<file path="src/rtl/mult_arbiter.sv">
// Round-robin sharing of one 16x8 shift-add multiplier among N requesters; done 11 cycles after ack.
// Requesters hold req until ack; optional watchdog under MULT_ARB_TIMEOUT_EN; state moves on the falling edge like mult.
module mult_arbiter #(
  parameter int N       = 4,
  parameter int ID_W    = $clog2(N),
  parameter int TIMEOUT = 32
) (
  input  logic            clock,
  input  logic            reset,
  input  logic [N-1:0]    req,
  input  logic [N*16-1:0] a_in,
  input  logic [N*8-1:0]  b_in,
  output logic [N-1:0]    ack,
  output logic            done,
  output logic [ID_W-1:0] resp_id,
  output logic [23:0]     resp_result,
  output logic            mult_enable,
  output logic [15:0]     mult_a,
  output logic [7:0]      mult_b,
  input  logic            mult_busy,
  input  logic            mult_finish,
  input  logic [23:0]     mult_result,
  output logic            err
);

  typedef enum logic [2:0] {IDLE, ISSUE, WAIT_BUSY, WAIT_DONE, RESPOND} state_t;

  state_t          state;
  logic [ID_W-1:0] last;
  logic [ID_W-1:0] pick;
  logic [15:0]     a_arr [N];
  logic [7:0]      b_arr [N];

  for (genvar i = 0; i < N; i++) begin : g_unpack
    assign a_arr[i] = a_in[i*16 +: 16];
    assign b_arr[i] = b_in[i*8 +: 8];
  end

  // Nearest requester above ptr wins; the downward scan leaves the closest one assigned last.
  function automatic logic [ID_W-1:0] rr_pick(input logic [N-1:0] r, input logic [ID_W-1:0] ptr);
    logic [ID_W-1:0] idx;
    rr_pick = ptr;
    for (int k = N; k >= 1; k--) begin
      idx = ID_W'((int'(ptr) + k) % N);
      if (r[idx]) rr_pick = idx;
    end
  endfunction

  assign pick = rr_pick(req, last);

`ifdef MULT_ARB_TIMEOUT_EN
  localparam int TO_W = $clog2(TIMEOUT + 1);
  logic [TO_W-1:0] wd_cnt;
`else
  // Without the watchdog TIMEOUT has no effect.
  assign err = 1'b0 && (TIMEOUT != 0);
`endif

  always_ff @(negedge clock) begin
    if (reset) begin
      state       <= IDLE;
      last        <= ID_W'(N - 1);
      ack         <= '0;
      done        <= 1'b0;
      mult_enable <= 1'b0;
      resp_id     <= '0;
      resp_result <= '0;
      mult_a      <= '0;
      mult_b      <= '0;
`ifdef MULT_ARB_TIMEOUT_EN
      err         <= 1'b0;
      wd_cnt      <= '0;
`endif
    end else begin
      ack         <= '0;
      done        <= 1'b0;
      mult_enable <= 1'b0;
`ifdef MULT_ARB_TIMEOUT_EN
      err         <= 1'b0;
`endif
      case (state)
        IDLE: begin
          if (|req) begin
            last   <= pick;
            ack    <= N'(1) << pick;
            mult_a <= a_arr[pick];
            mult_b <= b_arr[pick];
            state  <= ISSUE;
`ifdef MULT_ARB_TIMEOUT_EN
            wd_cnt <= '0;
`endif
          end
        end
        ISSUE: begin
          mult_enable <= 1'b1;
          state       <= WAIT_BUSY;
        end
        // finish may still be high from the previous op until busy rises
        WAIT_BUSY: begin
          if (mult_busy) state <= WAIT_DONE;
        end
        WAIT_DONE: begin
          if (!mult_busy && mult_finish) begin
            resp_result <= mult_result;
            state       <= RESPOND;
          end
        end
        RESPOND: begin
          done    <= 1'b1;
          resp_id <= last;
          state   <= IDLE;
        end
        default: state <= IDLE;
      endcase
`ifdef MULT_ARB_TIMEOUT_EN
      if (state inside {WAIT_BUSY, WAIT_DONE}) begin
        wd_cnt <= wd_cnt + 1'b1;
        if (wd_cnt == TO_W'(TIMEOUT - 1)) begin
          err     <= 1'b1;
          resp_id <= last;
          state   <= IDLE;
        end
      end
`endif
    end
  end

endmodule

</file>
<file path="config.mk">
export PLATFORM = sky130hd
export DESIGN_NAME = mult_arbiter
export DESIGN_NICKNAME = d
export VERILOG_FILES = /design/src/rtl/mult_arbiter.sv
export SDC_FILE = /design/constraint.sdc
export NUM_CORES = 1
export LEC_CHECK = 0
export BUFFER_PORTS_ARGS = -buffer_cell sky130_fd_sc_hd__buf_2
export CAP_MARGIN = 20
export CORE_MARGIN = 10
export CORE_UTILIZATION = 40
export CTS_CLUSTER_SIZE = 14
export DETAILED_ROUTE_END_ITERATION = 7
export PLACE_DENSITY_LB_ADDON = 0.05
export SYNTH_ARGS = -nofsm -noshare
export SYNTH_HDL_FRONTEND = slang
export SYNTH_SLANG_ARGS = --single-unit
</file>
<file path="constraint.sdc">
create_clock -name clock -period 1.8 [get_ports clock]
set_clock_uncertainty 0.1 [all_clocks]
set_input_delay 0.18 -clock clock [delete_from_list [all_inputs] [get_ports clock]]
set_output_delay 0.18 -clock clock [all_outputs]
set_load 0.01 [all_outputs]
</file>
==> impl_metrics.ini, run 1 <==
[worst_setup_path]
critPathBufInv = 2
crit_path_max_incr_delay_ps = 560
rr_worst_depth = 7
arrival_ps = 1540
slowest_stage = or4_4
startpoint_type = input port
crit_required_ps = 1050
r2r_start = last[0]
critPathTopFamily = simple AND/OR/NAND/NOR gates
regToRegSetupSlack_ps = -120
crit_fanout = 13
crit_type = input port to flop
worst_setup_path_end_kind = flop
r2r-end = mult_a[6]
worstPathCellList = buf_6 > or4_4 > and3_4 > o211ai_4 > buf_12 > a21o_1 > o211ai_1

[yosys]
synth_top_family_by_area = compound AO/OA/AOI/OAI gates
synth_mux_area_share_pct = 8.16
synth_cells = 361
synthAdderAreaFrac_pct = 0
synthArstFlopShare_pct = 0
yosys.cell_types.count = 40
synth_warnings = 0
yosysMostFrequentCell = nand2_1
synth_area_leader_cell = dfxtp_1
synth_area_mm2 = 0.00319
synthXorXnorAreaFrac_pct = 0
synth_seq_cells = 61
syn_area_per_cell_um2 = 8.84
synthTopCellsByCount = nand2_1, dfxtp_1, mux2i_1, a21oi_1
synth.yosys.seq_area_share_pct = 38.3
synth_nets = 489
synth_area_leaders = dfxtp_1, nand2_1, mux2i_1, o211ai_2, o31ai_1
synthFlopType = dfxtp_1
synth_top_area_share_pct = 38.3
synth_edf_count = 0
synth-compound-area-share_pct = 27.1
yosys.area_share.simple_pct = 19.6

[min_path]
worstHoldStart = resp_id[1]
min_path_type = flop to flop
worstHoldEndpoint = resp_id[1]
holdPathStages = 2

[layout]
fin_nets = 771
area_growth_pct = 86.8
diodes = 0
fin_cells = 750
drive_gt1_share_pct = 64.2
stdcell_area_mm2 = 0.00596
post-route-util_pct = 77.1

[placement]
dp_cells = 646
io_buffers = 183
post-place-ws_ps = -894
place_hpwl_um = 8720
place.gp.congestion = 0.787
dpl-instance-area_mm2 = 0.00442

[cts]
root_buffer = clkbuf_8
clockBufferDepth = 2
cts_tree = done
clock_latency_ps = 390
cts_made_buffers = 9
hold_buffers = 0
cts_sinks = 61
clk_pin_slew_ps = 40
h-tree-depth = 3

[routing]
wl_per_cell_um = 19.2
drt_first_pass_iters = 5
via_per_inst = 5.30
route.detailed.drc = 0
ant_nets = 0
vias = 3977
drt-initial-drc-count = 193
wl_um = 14400

[floorplan]
die_h_um = 109
die_area_mm2 = 0.0119
start_util_pct = 41.3
std_cell_rows = 32
die_x_um = 109
core_area_mm2 = 0.00773
io_pins = 185

[global_route]
grt_pass1_wl_um = 18500
grt_pass1_vias = 4091
grt_usage_pct = 19.2
antenna_found_initial = 0
grt_max_degree = 26
gr-total-overflow = 0

[sta]
finalHoldViolCount = 0
setup_ws_ps = -486
drv_slew = 0
hold_ws_ps = 357
setup_viol = 110
rsz0062_at_grt = true

[job]
drv_cap = 0

[pwr]
ir_drop_v = 0.000460
power_leakage_nw = 3.03
pwr_density_cell_mw_per_mm2 = 872

[run_status]
violations = negative setup slack
status = finished with violations
## worst max-delay path by stage
| stage | to | from | depth (start not counted) | slack [ps] |
|---|---|---|---|---|
| 3_3_place_gp | mult_a[5] | req[0] | 8 | -900 |
| 5_1_grt | mult_a[0] | req[2] | 7 | -510 |
| 3_5_place_dp | mult_a[5] | req[0] | 8 | -890 |
| 4_1_cts | mult_a[5] | req[2] | 7 | -480 |
| 6_report | mult_a[5] | req[2] | 7 | -490 |
| 2_1_floorplan | mult_a[13] | req[2] | 6 | -690 |
## worst reg2reg max path: stages (launching register included)
cell       delay (ps)
dfxtp_1           500
nor2b_4            90
o21a_4            210
nor3_4            200
buf_6             160
clkbuf_16         170
mux2i_1           230
o221ai_1          140
## area by class of cell
type / count / area, µm²
Sequential cell: 61 / 1290
Multi-Input combinational cell: 267 / 2160
Tap cell: 102 / 128
Clock buffer: 9 / 124
Clock inverter: 68 / 277
Timing Repair Buffer: 242 / 1980
Inverter: 1 / 3.75
Fill cell: 569 / 1770
## kinds of logic (layout without fill, tap and decap cells)
group / after synthesis / count (layout)
buffers and inverters: 35 / 320
other: 1 / 1
flip-flops: 61 / 61
AO/OA/AOI/OAI: 107 / 107
AND/OR/NAND/NOR: 131 / 133
multiplexers: 26 / 26
## metal layers
layer  vias to the layer above  GRT usage, %  part of all wire, %
met5                         -             0                    0
li1                       1874             -                    -
met2                       181          32.4                   51
met4                         0          8.27                 0.87
met3                        13          8.37                  9.0
met1                      1909          20.4                   39
## registers in the layout (all words and copies together) (netlist names)
name	count
state	3
mult_enable	1
mult_a	16
done	1
mult_b	8
ack	4
resp_id	2
last	2
resp_result	24
## cells in the final DEF (no fill, tap or decap), drive strengths merged, types with 2 or more instances in the layout
cell type / netlist / final
nor2: 14 / 14
nor2b: 6 / 6
a211o: 2 / 2
nand4: 23 / 23
o211ai: 24 / 24
o21a: 2 / 2
inv: 2 / 66
buf: 12 / 237
o31ai: 23 / 23
nand3: 2 / 2
mux2i: 26 / 26
a21oi: 25 / 25
clkbuf: 21 / 14
a21o: 23 / 23
or2: 1 / 3
o21ai: 5 / 5
nand2: 77 / 77
dfxtp: 61 / 61
clkinv: 0 / 2
## power breakdown
| part | switching, W | leakage, nW | internal, W | total, W |
|---|---|---|---|---|
| Clock | 0.000995 | 0.417 | 0.000682 | 0.00168 |
| Combinational | 0.000843 | 2.09 | 0.00103 | 0.00187 |
| Sequential | 0.000116 | 0.522 | 0.00154 | 0.00165 |
## repair_timing
| action | in CTS | in global routing |
|---|---|---|
| buffers inserted | 3 | 16 |
| gates resized for setup | 110 | 110 |
| pin swaps | 3 | 57 |
| endpoints found under the setup margin | 86 | 108 |
| gates cloned | 0 | 10 |
## stage by stage
stage,power (W),setup TNS [ps]
floorplan,0.00262,-27200
global placement,0.00316,-33830
detailed placement,0.00318,-34590
CTS,0.00490,-23990
global route,0.00555,-28630
finish,0.00520,-26050
Note: power is estimated with default switching activity, not from simulation.
==> inputs of run 2 (changes only) <==
--- a/config.mk
+++ b/config.mk
@@ -12,6 +12,7 @@
 export CTS_CLUSTER_SIZE = 14
 export DETAILED_ROUTE_END_ITERATION = 7
 export PLACE_DENSITY_LB_ADDON = 0.05
+export SETUP_SLACK_MARGIN = 0.02
 export SYNTH_ARGS = -nofsm -noshare
 export SYNTH_HDL_FRONTEND = slang
 export SYNTH_SLANG_ARGS = --single-unit
==> run 2 against run 1 <==
Effect of this change:
- the flow still finishes with violations (negative setup slack)
- total power about the same
- combinational power about the same
- utilization up 0.52 points
- clock power about the same
- critical endpoint is now mult_a[0]
- largest cell class unchanged
==> impl_metrics.ini, run 2 (synthesized netlist as in run 1, its figures left out) <==
[floorplan]
start_util_pct = 41.3
io_pins = 185
die_x_um = 109
die_area_mm2 = 0.0119
die_h_um = 109
core_area_mm2 = 0.00773
std_cell_rows = 32

[run_status]
violations = negative setup slack
status = finished with violations

[min_path]
worstHoldEndpoint = resp_id[1]
holdPathStages = 2
min_path_type = flop to flop
worstHoldStart = resp_id[1]

[worst_setup_path]
r2r-end = mult_a[6]
worstPathCellList = buf_6 > or4_4 > and3_4 > o211ai_4 > buf_12 > a21o_1 > o211ai_1
worst_setup_path_end_kind = flop
crit_type = input port to flop
startpoint_type = input port
critPathTopFamily = simple AND/OR/NAND/NOR gates
arrival_ps = 1550
crit_cells = 7
critPathBufInv = 2
crit_path_max_incr_delay_ps = 560
r2r_start = last[0]
regToRegSetupSlack_ps = -130
worstSetupStartpoint = req[2]
crit_required_ps = 1060
crit_fanout = 13
slowest_stage = or4_4
rr_worst_depth = 7

[pwr]
power_w = 0.00520
ir_drop_v = 0.000463
pwr_density_cell_mw_per_mm2 = 866
power_leakage_nw = 3.06

[cts]
root_buffer = clkbuf_8
clockBufferDepth = 2
cts_tree = done
cts_sinks = 61
clock_latency_ps = 390
clk_pin_slew_ps = 40
hold_buffers = 0
cts_made_buffers = 9
h-tree-depth = 3

[layout]
largest-register = resp_result
reg.largest.list = resp_result x24, mult_a x16, mult_b x8
post-route-util_pct = 77.7
diodes = 0
fin_nets = 773
area_growth_pct = 88.1
final_common_cell = buf_2
largest_register_ffs = 24
drive_gt1_share_pct = 64.6
final_cell_mix = buf_2, buf_6, inv_1

[sta]
drv_slew = 0
setup_viol = 110
finalHoldViolCount = 0
hold_ws_ps = 358
setup_ws_ps = -494
fin_setup_tns_ps = -26180
rsz0062_at_grt = true

[global_route]
gr-total-overflow = 0
grt_usage_pct = 20.2
grt_max_degree = 25
grt_pass1_vias = 4206
antenna_found_initial = 0
grt_pass1_wl_um = 19400

[placement]
post-place-ws_ps = -894
io_buffers = 183
place.gp.congestion = 0.787
place_hpwl_um = 8720

[routing]
ant_nets = 0
wl_um = 14500
vias = 4016
via_per_inst = 5.34
drt-initial-drc-count = 149
wl_per_cell_um = 19.3
route.detailed.drc = 0
drt_first_pass_iters = 5

[job]
drv_cap = 0
-- run 2: cell types whose count changed in the layout (fill, tap and decap cells not counted) --
| cell | delta |
|---|---|
| buf_12 | +2 |
| buf_4 | +1 |
| a21oi_2 | +2 |
| clkbuf_16 | -1 |
| a21oi_1 | -2 |
| nand2_4 | +2 |
| nand2_2 | -2 |
-- run 2: metal layers --
| metal | up-vias | wire length [µm] | track usage [%] | part of all wire (%) |
|---|---|---|---|---|
| met5 | - | 0 | 0 | 0 |
| met4 | 0 | 180 | 8.36 | 1.2 |
| met3 | 18 | 1260 | 8.31 | 8.7 |
| met2 | 197 | 7480 | 34.0 | 52 |
| met1 | 1926 | 5570 | 22.1 | 38 |
| li1 | 1875 | - | - | - |
-- run 2: worst max-delay path by stage --
stage | endpoint
global route | mult_a[0]
floorplan | mult_a[13]
CTS | mult_a[5]
detailed placement | mult_a[5]
finish | mult_a[0]
global placement | mult_a[5]
-- run 2: report_power, final --
group / switching, W / total [W] / internal [W] / leakage [nW]
Combinational: 0.000848 / 0.00188 / 0.00103 / 2.12
Clock: 0.000988 / 0.00167 / 0.000681 / 0.417
Sequential: 0.000117 / 0.00165 / 0.00154 / 0.522
Total: 0.00195 / 0.00520 / 0.00325 / 3.06
-- run 2: through the flow --
stage / std cells / cell area, µm²
detailed placement: 646 / 4420
global route: 752 / 6000
floorplan: 361 / 3250
CTS: 732 / 5380
finish: 752 / 6000
global placement: 646 / 4420
-- run 2: final cells by class --
cell class                 count  area, µm²
multi-input combinational    267       2180
clock inverter                68        277
timing repair buffer         244       2000
tap                          102        128
inverter                       1       3.75
clock buffer                   9        124
fill                         562       1730
sequential                    61       1290
-- run 2: timing repair --
action / in CTS / in global routing
setup endpoints to repair: 96 / 110
pin swaps: 17 / 55
setup buffers: 6 / 17
gates cloned: 4 / 6
resized for setup: 121 / 112
-- run 2: worst reg2reg max path, stage by stage, from the launching register on --
cell and delay (ps):
dfxtp_1 500, nor2b_4 90, o21a_4 210, nor3_4 200, buf_6 150, clkbuf_16 170, mux2i_1 230, o221ai_1 140
==> inputs of run 3 (changes only) <==
--- a/config.mk
+++ b/config.mk
@@ -6,8 +6,7 @@
 export NUM_CORES = 1
 export LEC_CHECK = 0
 export BUFFER_PORTS_ARGS = -buffer_cell sky130_fd_sc_hd__buf_2
-export CAP_MARGIN = 20
-export CORE_MARGIN = 10
+export CORE_MARGIN = 4
 export CORE_UTILIZATION = 40
 export CTS_CLUSTER_SIZE = 14
 export DETAILED_ROUTE_END_ITERATION = 7
==> constraint.sdc (replaced) <==
create_clock -name clock -period 1.8 [get_ports clock]
set_clock_uncertainty 0.1 [all_clocks]
set_input_delay 0.09 -clock clock [delete_from_list [all_inputs] [get_ports clock]]
set_output_delay 0.09 -clock clock [all_outputs]
set_load 0.01 [all_outputs]
==> run 3 against run 2 <==
Effect of this change:
- wire length is 13% lower
- worst hold slack better by 2.8 ps
- total power hardly changed
- via count is 3.0% lower
- the flow still finishes with violations (negative setup slack)
- sequential power hardly changed
- worst setup slack better by 97 ps
- critical path type unchanged
- die area is 21% lower
==> impl_metrics.ini, run 3 (synthesized netlist as in run 1, its figures left out) <==
[placement]
place_hpwl_um = 7190
place.gp.congestion = 0.854
io_buffers = 183
post-place-ws_ps = -804
dp_cells = 638

[global_route]
gr-total-overflow = 0
grt_pass1_wl_um = 18500
antenna_found_initial = 0
grt_usage_pct = 23.5
grt_pass1_vias = 4013
grt_max_degree = 33

[layout]
post-route-util_pct = 76.0
n_fill_cell = 602
drive_gt1_share_pct = 62.6
reg.largest.list = resp_result x24, mult_a x16, mult_b x8
fin_nets = 757
final_common_cell = buf_2
area_growth_pct = 84.2
fin_cells = 736
largest_register_ffs = 24
diodes = 0
largest-register = resp_result
final_cell_mix = buf_2, inv_1, buf_6

[worst_setup_path]
crit_type = input port to flop
r2r_start = last[0]
arrival_ps = 1510
worstSetupStartpoint = req[2]
crit_path_max_incr_delay_ps = 530
crit_end = mult_a[13]
crit_required_ps = 1110
worstPathCellList = buf_6 > or4_4 > buf_4 > nand3b_4 > nor2b_4 > clkbuf_16 > nand2_1 > o211ai_2
rr_worst_depth = 7
worst_setup_path_end_kind = flop
slowest_stage = or4_4
startpoint_type = input port
regToRegSetupSlack_ps = -110
crit_fanout = 12
r2r-end = mult_b[2]

[sta]
hold_ws_ps = 361
finalHoldViolCount = 0
setup_ws_ps = -396
rsz0062_at_grt = true
setup_viol = 110
drv_slew = 0

[floorplan]
std_cell_rows = 32
io_pins = 185
die_area_mm2 = 0.00947
die_x_um = 97.3
die_h_um = 97.3
start_util_pct = 41.3
core_area_mm2 = 0.00773

[cts]
root_buffer = clkbuf_8
h-tree-depth = 3
cts_made_buffers = 9
clockBufferDepth = 2
cts_sinks = 61
clk_pin_slew_ps = 40
clock_latency_ps = 400
cts_tree = done

[run_status]
status = finished with violations
violations = negative setup slack

[routing]
via_per_inst = 5.29
drt_first_pass_iters = 6
drt-initial-drc-count = 156
wl_per_cell_um = 17.1
ant_nets = 0
met1Wirelength_um = 5100
route.detailed.drc = 0
top_layer_used = met4
wl_um = 12600
met3_length_um = 980
vias = 3897
wl_met2_um = 6320

[pwr]
power_leakage_nw = 2.97
pwr_density_cell_mw_per_mm2 = 885
ir_drop_v = 0.000490

[min_path]
min_path_type = flop to flop

[job]
drv_cap = 0
[run 3: worst min path at each step]
stage                               start               to  slack (ps)  depth (start not counted)
after CTS                  resp_result[6]   resp_result[6]         350                          2
after floorplan                  state[1]      mult_enable         340                          1
after global routing      resp_result[12]  resp_result[12]         370                          2
after global placement     resp_result[9]   resp_result[9]         330                          2
after detailed placement  resp_result[23]  resp_result[23]         340                          2
final                     resp_result[12]  resp_result[12]         360                          2
[run 3: final cells by class]
type / count / area [µm²] / share of cell area (%)
clock inverters: 68 / 298 / 5.07
clock buffers: 9 / 124 / 2.11
multi-input cells: 267 / 2160 / 36.8
repair buffers: 228 / 1880 / 31.9
well taps: 102 / 128 / 2.17
flip-flops and latches: 61 / 1290 / 21.9
inverters: 1 / 3.75 / 0.0639
[run 3: where the power goes]
group / internal (W) / switching [W] / leakage, nW
Sequential: 0.00154 / 0.000116 / 0.521
Combinational: 0.000990 / 0.000800 / 2.02
Clock: 0.000720 / 0.00104 / 0.427
Total: 0.00325 / 0.00196 / 2.97
[run 3: per-stage QoR]
step	power [W]	instance area (µm²)	TNS (ps)
after floorplan	0.00261	3240	-21660
after global placement	0.00313	4360	-28430
after detailed placement	0.00315	4360	-30100
after CTS	0.00512	5420	-16730
after global routing	0.00559	5880	-21500
final	0.00520	5880	-18010
[run 3: routing by layer]
metal / vias to the layer above / global-route usage (%)
li1: 1855 / -
met1: 1841 / 27.4
met2: 184 / 38.6
met3: 17 / 9.26
met4: 0 / 9.48
met5: - / 0
[run 3: critical path, delay by kind of cell]
family	cells	cell delay [ps]
AOI/OAI and AO/OA	1	60
buffers and inverters	3	450
and+or+nand+nor	4	890
[run 3: repair_timing]
item                       in CTS  in global routing
hold buffers                    0                  0
cloned                          4                  6
setup buffers                   7                  5
gates resized for setup       123                 84
setup endpoints to repair      86                107
pin swaps                       7                 47
